[config.mk]
export PLATFORM = sky130hd
export DESIGN_NAME = mem_port_arbiter
export DESIGN_NICKNAME = d
export VERILOG_FILES = /design/src/rtl/mem_port_arbiter.sv
export SDC_FILE = /design/constraint.sdc
export NUM_CORES = 1
export LEC_CHECK = 0
export ABC_AREA = 0
export BUFFER_PORTS_ARGS = -buffer_cell sky130_fd_sc_hd__buf_2
export CAP_MARGIN = 20
export CORE_ASPECT_RATIO = 1.25
export CORE_MARGIN = 2
export CORE_UTILIZATION = 43
export CTS_CLUSTER_DIAMETER = 200
export DETAILED_ROUTE_END_ITERATION = 12
export PLACE_DENSITY = 0.69
export SYNTH_ARGS = -nofsm -noshare
export SYNTH_HDL_FRONTEND = slang
export SYNTH_SLANG_ARGS = --single-unit
[constraint.sdc]
create_clock -name clk -period 3.37 [get_ports clk]
set_input_delay 0.337 -clock clk [delete_from_list [all_inputs] [get_ports clk]]
set_output_delay 0.337 -clock clk [all_outputs]
set_load 0.1 [all_outputs]
[src/rtl/mem_port_arbiter.sv]
// Round-robin arbiter sharing one 32-bit memory port between instruction fetch
// and load/store, with byte-lane alignment and a WAIT-state timeout.
module mem_port_arbiter #(
   parameter int unsigned ADDR_W  = 32,
   parameter int unsigned DATA_W  = 32,
   parameter int unsigned TMO_CYC = 255
) (
   input  logic              clk,
   input  logic              reset,
   input  logic              reqI,
   input  logic [ADDR_W-1:0] memIAddr,
   output logic [DATA_W-1:0] memIData,
   output logic              memIReady,
   output logic              memIErr,
   input  logic              reqD,
   input  logic [ADDR_W-1:0] memDAddr,
   input  logic [DATA_W-1:0] memDData,
   input  logic              wr,
   input  logic [1:0]        size,
   output logic [DATA_W-1:0] memDRdata,
   output logic              memDReady,
   output logic              memDErr,
   output logic              busy,
   output logic              memReq,
   output logic [ADDR_W-1:0] memAddr,
   output logic              memWr,
   output logic [3:0]        memBe,
   output logic [DATA_W-1:0] memDataOut,
   input  logic [DATA_W-1:0] memDataIn,
   input  logic              memAck
);

   localparam int unsigned CNT_W = $clog2(TMO_CYC + 1);

   typedef enum logic [1:0] {IDLE, WAIT, RESP} state_t;
   typedef enum logic {PORT_I, PORT_D} port_t;

   state_t            state;
   port_t             last_grant;
   port_t             owner;
   logic [CNT_W-1:0]  tmo_cnt;
   logic [1:0]        d_off;
   logic [1:0]        d_size;
   logic              d_wr;

   logic              pick_i;
   logic              pick_d;
   logic              d_bad;
   logic [3:0]        d_be;
   logic [DATA_W-1:0] d_wdata;
   logic              tmo_last;
   logic              unused_ibits;

   assign unused_ibits = ^memIAddr[1:0];
   assign busy         = (state != IDLE);
   assign tmo_last     = (tmo_cnt == CNT_W'(TMO_CYC - 1));

   // Tie goes to the port that did not win last time.
   always_comb begin
      pick_d  = reqD && (!reqI || last_grant == PORT_I);
      pick_i  = reqI && !pick_d;
      d_bad   = 1'b0;
      d_be    = 4'b1111;
      d_wdata = memDData;
      case (size)
         2'b00: begin
            d_be    = 4'b0001 << memDAddr[1:0];
            d_wdata = {4{memDData[7:0]}};
         end
         2'b01: begin
            d_bad   = memDAddr[0];
            d_be    = 4'b0011 << memDAddr[1:0];
            d_wdata = {2{memDData[15:0]}};
         end
         2'b10:   d_bad = (memDAddr[1:0] != 2'b00);
         default: d_bad = 1'b1;
      endcase
   end

   function automatic logic [DATA_W-1:0] align_load(input logic [DATA_W-1:0] word,
                                                     input logic [1:0] off,
                                                     input logic [1:0] sz);
      logic [DATA_W-1:0] sh;
      sh = word >> {off, 3'b000};
      case (sz)
         2'b00:   align_load = {{(DATA_W-8){1'b0}}, sh[7:0]};
         2'b01:   align_load = {{(DATA_W-16){1'b0}}, sh[15:0]};
         default: align_load = sh;
      endcase
   endfunction

   always_ff @(posedge clk) begin
      if (reset) begin
         state      <= IDLE;
         last_grant <= PORT_D;
         owner      <= PORT_I;
         tmo_cnt    <= '0;
         d_off      <= '0;
         d_size     <= '0;
         d_wr       <= 1'b0;
         memReq     <= 1'b0;
         memAddr    <= '0;
         memWr      <= 1'b0;
         memBe      <= '0;
         memDataOut <= '0;
         memIData   <= '0;
         memIReady  <= 1'b0;
         memIErr    <= 1'b0;
         memDRdata  <= '0;
         memDReady  <= 1'b0;
         memDErr    <= 1'b0;
      end else begin
         case (state)
            IDLE: begin
               tmo_cnt <= '0;
               if (pick_i) begin
                  owner      <= PORT_I;
                  last_grant <= PORT_I;
                  memAddr    <= {memIAddr[ADDR_W-1:2], 2'b00};
                  memWr      <= 1'b0;
                  memBe      <= 4'b1111;
                  memDataOut <= '0;
                  memReq     <= 1'b1;
                  state      <= WAIT;
               end else if (pick_d) begin
                  owner      <= PORT_D;
                  last_grant <= PORT_D;
                  d_off      <= memDAddr[1:0];
                  d_size     <= size;
                  d_wr       <= wr;
                  // Rejected accesses never touch memory; answer straight from IDLE.
                  if (d_bad) begin
                     memDReady <= 1'b1;
                     memDErr   <= 1'b1;
                     memDRdata <= '0;
                     state     <= RESP;
                  end else begin
                     memAddr    <= {memDAddr[ADDR_W-1:2], 2'b00};
                     memWr      <= wr;
                     memBe      <= d_be;
                     memDataOut <= d_wdata;
                     memReq     <= 1'b1;
                     state      <= WAIT;
                  end
               end
            end
            WAIT: begin
               if (memAck || tmo_last) begin
                  memReq <= 1'b0;
                  state  <= RESP;
                  if (owner == PORT_I) begin
                     memIReady <= 1'b1;
                     memIErr   <= !memAck;
                     memIData  <= memAck ? memDataIn : '0;
                  end else begin
                     memDReady <= 1'b1;
                     memDErr   <= !memAck;
                     memDRdata <= (memAck && !d_wr) ? align_load(memDataIn, d_off, d_size) : '0;
                  end
               end else begin
                  tmo_cnt <= tmo_cnt + 1'b1;
               end
            end
            RESP: begin
               memIReady <= 1'b0;
               memIErr   <= 1'b0;
               memIData  <= '0;
               memDReady <= 1'b0;
               memDErr   <= 1'b0;
               memDRdata <= '0;
               state     <= IDLE;
            end
            default: state <= IDLE;
         endcase
      end
   end

endmodule

Word level (Yosys, flattened, before mapping):

Cells that the tools add are included.
Widths: inputs -> output; s select.

* divide/modulo/power cells: 0
* magnitude comparators: 0
* reductions and logical operators: 26
* add/sub/neg operators: 1
* eq/ne operators: 16
* bitwise gates (word level): 2
* multipliers: 0
* muxes and demuxes: 56
* shifts and indexed selects: 3

Operators with widths (number)
* $mux 32: 15
* $pmux 32 s2: 3
* $pmux 32 s3: 1
* $shr 32x5->32: 1
* $mux 1: 20
* $ne 2x2->1 const B: 8
* $pmux 8 s2: 1
* $mux 4: 3
* $reduce_bool 2->1: 5
* $pmux 1 s3: 3
* $reduce_and 3->1: 3
* $add 8x1->8 const B: 1
* $eq 8x8->1 const B: 1
* $mux 2: 4
* $mux 8: 1
* $pmux 4 s2: 1
* $eq 2x1->1 const B: 3
* $logic_not 2->1: 3
* $ne 3x3->1 const B: 2
* $pmux 1 s2: 3
* $reduce_and 2->1: 3
* $reduce_and 6->1: 1
* $eq 2x2->1 const B: 2
* $logic_not 1->1: 4
* 8 further kinds: 12

* input bits: 136
* memories kept: 0
* memory bits (writable): 0
* latch bits: 0
* bits in registers: 155
* output and inout bits: 139
* logic and storage cells: 122
* memory bits (read-only): 0

Depth between registers and ports, before layout:

Gate-level depths: netlist of run 1.

* depth in word-level cells: 7
* mapped depth: 7
* mapped depth without buffers: 6

Worst setup path after synthesis of run 1:

OpenSTA, ideal clock, no wires.

* kind: flip-flop to flip-flop
* start point: register state[1]
* end point: register memAddr[24]
* data arrival time: 2.117 ns
* period minus slack after synthesis: 2.213 ns
* data required time: 3.275 ns
* setup time: 0.095 ns
* cell stages (with the launch flop): 7
* setup slack: 1.157 ns
* path buffers: 2
* cell sequence: dfxtp_1 -> nor2_1 -> inv_1 -> buf_2 -> buf_1 -> a211oi_1 -> a221oi_1

* cells in the longest elaborated chain, start to end: 2

RTL lines
* from (decl): line 38 `state_t state;`
* from (signal assigned): line 94 `state <= IDLE;`
* from (signal assigned): line 124 `state <= WAIT;`
* from (signal assigned): line 136 `state <= RESP;`
* $logic_not 2->1: line 113 `case (state)`
* $reduce_and 3->1 (no source line)
* to (signal assigned): line 119 `memAddr <= {memIAddr[ADDR_W-1:2], 2'b00};`
* to (signal assigned): line 138 `memAddr <= {memDAddr[ADDR_W-1:2], 2'b00};`
* to (decl): line 25 `output logic [ADDR_W-1:0] memAddr,`

Every way passes these cells.
A chain may end at the register's enable or synchronous reset.

Final worst setup path of run 1:

* start point: register state[0]
* end point: output port busy

* cells in the longest elaborated chain, start to end: 1

RTL lines
* $reduce_bool 2->1: line 55 `assign busy = (state != IDLE);`
* to (decl): line 23 `output logic busy,`

Every way passes these cells.

==> results of run 1 <==
[Yosys cell counts (18+ instances only)]
cell type / n
dfxtp_1: 153
mux2i_1: 95
nand2b_1: 62
clkbuf_1: 41
nand2_1: 39
inv_1: 38
a221oi_1: 36
a211oi_1: 32
a22o_1: 32
and3_1: 32
mux2_2: 24
buf_2: 19
nand3b_1: 18
[layout make-up]
cell class | instances | area (um2) | area share [%]
Inverter | 39 | 146 | 1.56
Multi-Input combinational cell | 507 | 3840 | 40.9
Timing Repair Buffer | 287 | 1480 | 15.8
Clock inverter | 9 | 91.3 | 0.975
Clock buffer | 23 | 478 | 5.10
Sequential cell | 153 | 3060 | 32.7
Tap cell | 220 | 275 | 2.94
[registers in the layout, indices dropped and copies added (netlist names), 2 cells and up]
name        count
d_off           2
memDRdata      32
tmo_cnt         8
memAddr        30
d_size          2
memDataOut     32
state           2
memBe           4
memIData       32
[kinds of logic (layout without fill, tap and decap cells)]
kind of cell	after synthesis	in the layout	share of synthesized area (%)
buffers and inverters	111	358	6.46
XOR/XNOR	2	2	0.238
AO/OA/AOI/OAI	161	161	17.2
other	1	2	0.0509
AND/OR/NAND/NOR	221	221	17.6
adder cells (fa/ha/maj)	2	2	0.340
multiplexers	119	119	16.6
flip-flops	153	153	41.6
[worst paths after layout]
kind	from	to	slack (ns)	cells past startpoint
worst max-delay path	state[0]$_SDFFE_PP0P_	busy	0.85	4
worst min-delay path	memDataIn[0]	memIData[0]$_SDFFE_PP0P_	0.14	2
worst max register to register	tmo_cnt[1]$_SDFFE_PP0P_	memDRdata[21]$_SDFFE_PP0P_	0.91	6
worst min register to register	memBe[0]$_SDFFE_PP0P_	memBe[0]$_SDFFE_PP0P_	0.46	2
[cell usage in the layout (no fill, tap or decap), types with 17 or more instances in the layout]
cell / instances
buf_2: 269
dfxtp_1: 153
mux2i_1: 95
nand2b_1: 62
nand2_1: 39
inv_1: 38
a221oi_1: 36
a22o_1: 32
a211oi_1: 32
and3_1: 32
mux2_2: 24
nand3b_1: 18
buf_4: 18
o211ai_1: 17
clkbuf_16: 17
[worst register-to-register path, stage by stage (launching register included)]
cell	delay, ns
dfxtp_1	0.41
ha_1	0.22
nand3_1	0.12
o21ai_2	0.34
nand3_2	0.63
buf_4	0.47
mux2i_1	0.15
[through the flow]
step / util, % / hold slack [ns] / area, um2
after CTS: 55.9 / 0.116 / 9370
after global routing: 55.9 / 0.123 / 9370
final: 55.9 / 0.135 / 9370
after floorplan: - / 0.452 / 7370
after global placement: 52.5 / 0.452 / 8800
after detailed placement: 52.5 / 0.454 / 8800
[power by group through the flow]
stage | registers [mW] | clock network, mW | logic, mW
2_1_floorplan | 2.93 | 0 | 0.621
3_3_place_gp | 2.05 | 0 | 1.85
3_5_place_dp | 2.05 | 0 | 1.85
4_1_cts | 2.01 | 1.88 | 1.85
5_1_grt | 2.03 | 1.96 | 1.94
6_report | 2.01 | 1.85 | 1.85
[routing by layer]
metal | global-route usage, % | part of all wire (%)
met5 | 0 | 0.19
met4 | 9.19 | 2.5
met3 | 7.42 | 8.1
met2 | 39.2 | 49
met1 | 26.0 | 40
==> run summary, run 1 <==
Placed Cells -> 1,206
Antenna Cells -> 0
Register area share after synthesis -> 41.6%
Number of synthesized flops with an enable pin -> 0
Final period util -> 74.8%
Yosys top cell by area -> dfxtp_1
Synth top area cells -> dfxtp_1 (42%), mux2i_1 (13%), nand2b_1 (5.3%), a221oi_1 (4.3%), a22o_1 (3.8%)
Final min period -> 2.52 ns
Max IR drop VDD -> 350 uV
Layout Skew -> 0.00927 ns
Power share of the clock group -> 32.3%
Resized cells post-CTS -> 0
Crit path kind -> register to primary output
Via/cell ratio -> 5.37
DRC Markers -> 0
Vias -> 6,652
Post-route setup slack -> 0.850 ns
Pleak -> 4.35 nW
I/O pins -> 275
Die area -> 18,200 um2
GR Util All Layers -> 22.8%
1st-iter DRT viols -> 335
Max clock buf depth -> 2
Clock-pin slew on the worst setup and hold paths -> 0.06 ns
Total Power -> 5.71 mW
Post-Syn Instances -> 770
Crit-path slowest cell -> dfxtp_1
Yosys warns -> 0
Worst EP arrival -> 2.18 ns
Crit path max fanout -> 35
Final wirelength -> 21.3 mm
CP cell instances -> nor2_1 > inv_1 > buf_4 > buf_2
Num Clock Sinks -> 153
Max stage delay on crit path -> 0.54 ns
CORE AREA -> 16,800 um2
Number of library cell types mapped by synthesis -> 54
Cts hold-fix bufs -> 0
Num CTS Buffers -> 17
Psw -> 2.26 mW
Wirelength per Cell -> 17.2 um
Row count -> 53
Asr flop ratio synth -> 0%
Critical Path Sink Type -> primary output
FF+latch count, synth -> 153
CTS H-Tree Depth -> 4
Clk root buf -> clkbuf_16
Worst hold-check path type -> input port to register
Largest net degree at the start of global routing -> 66
Number of global-route vias before repair -> 6,173
Hold Fails Final Rpt -> 0
Post-CTS Setup Bufs -> 0
Largest delay share family, worst path -> buffers and inverters
Run status -> complete, no violations
Number of fillers in the final layout -> 1,537
Layout Nets -> 1,143
Initial Util -> 43.9%
Pint -> 3.45 mW
CP startpoint kind -> register
Antenna violations before repair -> 3
Top FF cell, synth -> dfxtp_1
CP required -> 3.03 ns
Area Overhead vs Synth -> 27.3%
PD cells -> 609 nW/um2
Hpwl dp -> 15.7 mm
Sequential share of power -> 35.3%
Total grt overflow -> 0
Setup violations, final -> 0
Die W -> 121 um
CTS tree -> done
Post-synth top area share -> 41.6%
Buffers and inverters on the worst path -> 3
Comb pwr share -> 32.4%
Die Y -> 150 um
Non-filler cells, final -> 1,238
Post-Syn Area -> 7360 um2
Setup TNS -> 0 ns
RSZ-0062 raised after global routing -> no
Worst Max-Slew Pin Slew -> 0.858 ns
Drt pass-1 iters -> 4
Share of cells above drive strength 1 -> 34.6%
Number of nets with antenna violations after routing -> 0
Max_cap viols -> 0
Sw frac -> 39.5%
Clock Latency Late Sink -> 0.43 ns
First-pass GRT wire length -> 32.5 mm
Fin. max-slew vios -> 0
Final GP Congestion -> 0.815
Worst slack, placed -> 0.827 ns
Worst relative slew slack -> 42.8%
Fmax -> 397 MHz
Avg Cell Area, Syn -> 9.56 um2
Port bufs -> 270
Power figures use the tool's default switching activity.
==> run 2: changes to the inputs <==
==> constraint.sdc (replaced) <==
create_clock -name clk -period 2.6 [get_ports clk]
set_input_delay 0.26 -clock clk [delete_from_list [all_inputs] [get_ports clk]]
set_output_delay 0.26 -clock clk [all_outputs]
set_load 0.1 [all_outputs]
==> run 2 against run 1 <==
  * Highest routed layer is now met4
  * Clock power up 27%
  * Die area unchanged
  * Flip-flop and latch count unchanged
  * Design area increased by 0.73%
  * Combinational power grew 31%
  * Total power is 29% higher
  * Wire length grew 1.0%
  * Via count rose by 0.41%
  * Worst setup slack worse by 0.42 ns
  * Largest cell class unchanged
  * Sequential share of layout area is 0.24 points lower
  * Cell count is 0.57% higher
  * Clock-buffer cell count decreased by 1
==> run summary, run 2 (same netlist as run 1, synthesis figures left out) <==
Run status -> complete, no violations
Hold Fails Final Rpt -> 0 (unchanged)
1st-iter DRT viols -> 436 (+30%)
Non-filler cells, final -> 1,245 (+0.57%)
Worst relative slew slack -> 42.6% (-0.23 points)
Max stage delay on crit path -> 0.55 ns (about the same)
Number of fillers in the final layout -> 1,557 (+1.3%)
Area Overhead vs Synth -> 28.2%
Antenna violations before repair -> 0 (-3)
Final min period -> 2.17 ns
Clock-pin slew on the worst setup and hold paths -> 0.06 ns (about the same)
Via/cell ratio -> 5.36 (-0.16%)
Layout Nets -> 1,150 (+0.61%)
WHS -> 0.0781 ns (-0.0571 ns)
Number of global-route vias before repair -> 6,456 (+4.6%)
Largest net degree at the start of global routing -> 60 (-9.1%)
Die W -> 121 um (unchanged)
Cts hold-fix bufs -> 0 (unchanged)
Setup TNS -> 0 ns (unchanged)
Max_cap viols -> 0 (unchanged)
Initial Util -> 43.9% (unchanged)
Fin. max-slew vios -> 0 (unchanged)
Final wirelength -> 21.5 mm (+1.0%)
Worst slack, placed -> 0.597 ns (-0.229 ns)
Total grt overflow -> 0 (unchanged)
Vias -> 6,679 (+0.41%)
Util after Layout -> 56.3% (+0.41 points)
Resized cells post-CTS -> 0 (unchanged)
Hpwl dp -> 16.1 mm (+2.1%)
WHS Path Cells -> 2 (unchanged)
Row count -> 53 (unchanged)
Critical Path Sink Type -> primary output
Clock Latency Late Sink -> 0.42 ns (about the same)
RSZ-0062 raised after global routing -> no
Setup violations, final -> 0 (unchanged)
CTS tree -> done
Post-route setup slack -> 0.426 ns (-0.425 ns)
Largest delay share family, worst path -> buffers and inverters
Post-CTS Setup Bufs -> 0 (unchanged)
Most frequent cells in the layout -> buf_2 (269), dfxtp_1 (153), mux2i_1 (95), nand2b_1 (62), nand2_1 (39)
Drt pass-1 iters -> 5 (+1)
Clk root buf -> clkbuf_16
PD cells -> 781 nW/um2 (+28%)
Crit-path slowest cell -> dfxtp_1
Wirelength per Cell -> 17.3 um (+0.48%)
I/O pins -> 275 (unchanged)
GR Util All Layers -> 23.3% (+0.47 points)
CP startpoint kind -> register
Total Power -> 7.38 mW (+29%)
Num CTS Buffers -> 17 (unchanged)
Worst EP arrival -> 1.91 ns (-0.27 ns)
Die area -> 18,200 um2 (unchanged)
Worst Max-Slew Pin Slew -> 0.861 ns (+0.00346 ns)
Buffers and inverters on the worst path -> 3 (unchanged)
Share of cells above drive strength 1 -> 35.0% (+0.45 points)
First-pass GRT wire length -> 33.4 mm (+2.9%)
CP cell instances -> nor2_1 > inv_1 > buf_4 > buf_2
Crit path kind -> register to primary output
CTS H-Tree Depth -> 4 (unchanged)
Design Area, Final -> 9440 um2 (+0.73%)
Fmax -> 460 MHz
CORE AREA -> 16,800 um2 (unchanged)
Placed Cells -> 1,213 (+0.58%)
Number of nets with antenna violations after routing -> 0 (unchanged)
Crit path max fanout -> 12 (-66%)
CP required -> 2.34 ns (-0.69 ns)
Pleak -> 4.39 nW (+0.91%)
Layout Skew -> 0.00891 ns (-0.000368 ns)
CP Depth -> 4 (unchanged)
Max IR drop VDD -> 481 uV (+37%)
Final period util -> 83.6%
Antenna Cells -> 0 (unchanged)
Die Y -> 150 um (unchanged)
Biggest regs -> memDRdata (32), memDataOut (32), memIData (32)
FF-to-FF path depth -> 5 (-1)
Most common cell after layout, fill and taps aside -> buf_2
Final GP Congestion -> 0.822 (+0.82%)
Max clock buf depth -> 2 (unchanged)
Dpl cell area -> 8880 um2 (+0.88%)
DRC Markers -> 0 (unchanged)
Port bufs -> 270 (unchanged)
Worst hold-check path type -> input port to register
Num Clock Sinks -> 153 (unchanged)
run 2: cell count changes in the layout (fill, tap and decap cells not counted), sizes merged:
cell    previous run  this run
buf              287       294
clkinv             4         6
clkbuf            23        22
inv               39        38
run 2: worst reg2reg max path: stages, from the launching register on:
cell and delay [ns]:
dfxtp_1 0.55, nor3b_1 0.38, o21ai_2 0.21, nand3_2 0.13, buf_12 0.26, mux2_2 0.38
run 2: power breakdown:
group | internal [mW] | leakage (nW) | switching (mW)
Combinational | 0.573 | 2.88 | 1.85
Sequential | 2.52 | 1.25 | 0.0934
Clock | 1.37 | 0.262 | 0.977
Total | 4.46 | 4.39 | 2.92
run 2: metal layers:
metal  part of all wire, %  GRT usage (%)  vias to the layer above
li1                      -              -                     3269
met1                    40           26.9                     3122
met2                    49           39.4                      262
met3                   8.5           8.33                       26
met4                   2.4           8.60                        0
met5                     0              0                        -
run 2: path summary, 6_finish.rpt:
kind	start	endpoint	slack, ns
worst max-delay path	state[0]$_SDFFE_PP0P_	busy	0.43
worst min-delay path	memDataIn[0]	memIData[0]$_SDFFE_PP0P_	0.08
worst max register to register	state[0]$_SDFFE_PP0P_	memDReady$_SDFFE_PP0P_	0.60
worst min register to register	memBe[3]$_SDFFE_PP0P_	memBe[3]$_SDFFE_PP0P_	0.46
run 2: final cells by class:
type                            instances  area (um2)  area share (%)
Sequential cell                       153        3060            32.4
Clock buffer                           22         464            4.92
Tap cell                              220         275            2.92
Clock inverter                         10        96.3            1.02
Timing Repair Buffer                  294        1560            16.5
Inverter                               39         146            1.55
Multi-Input combinational cell        507        3840            40.6
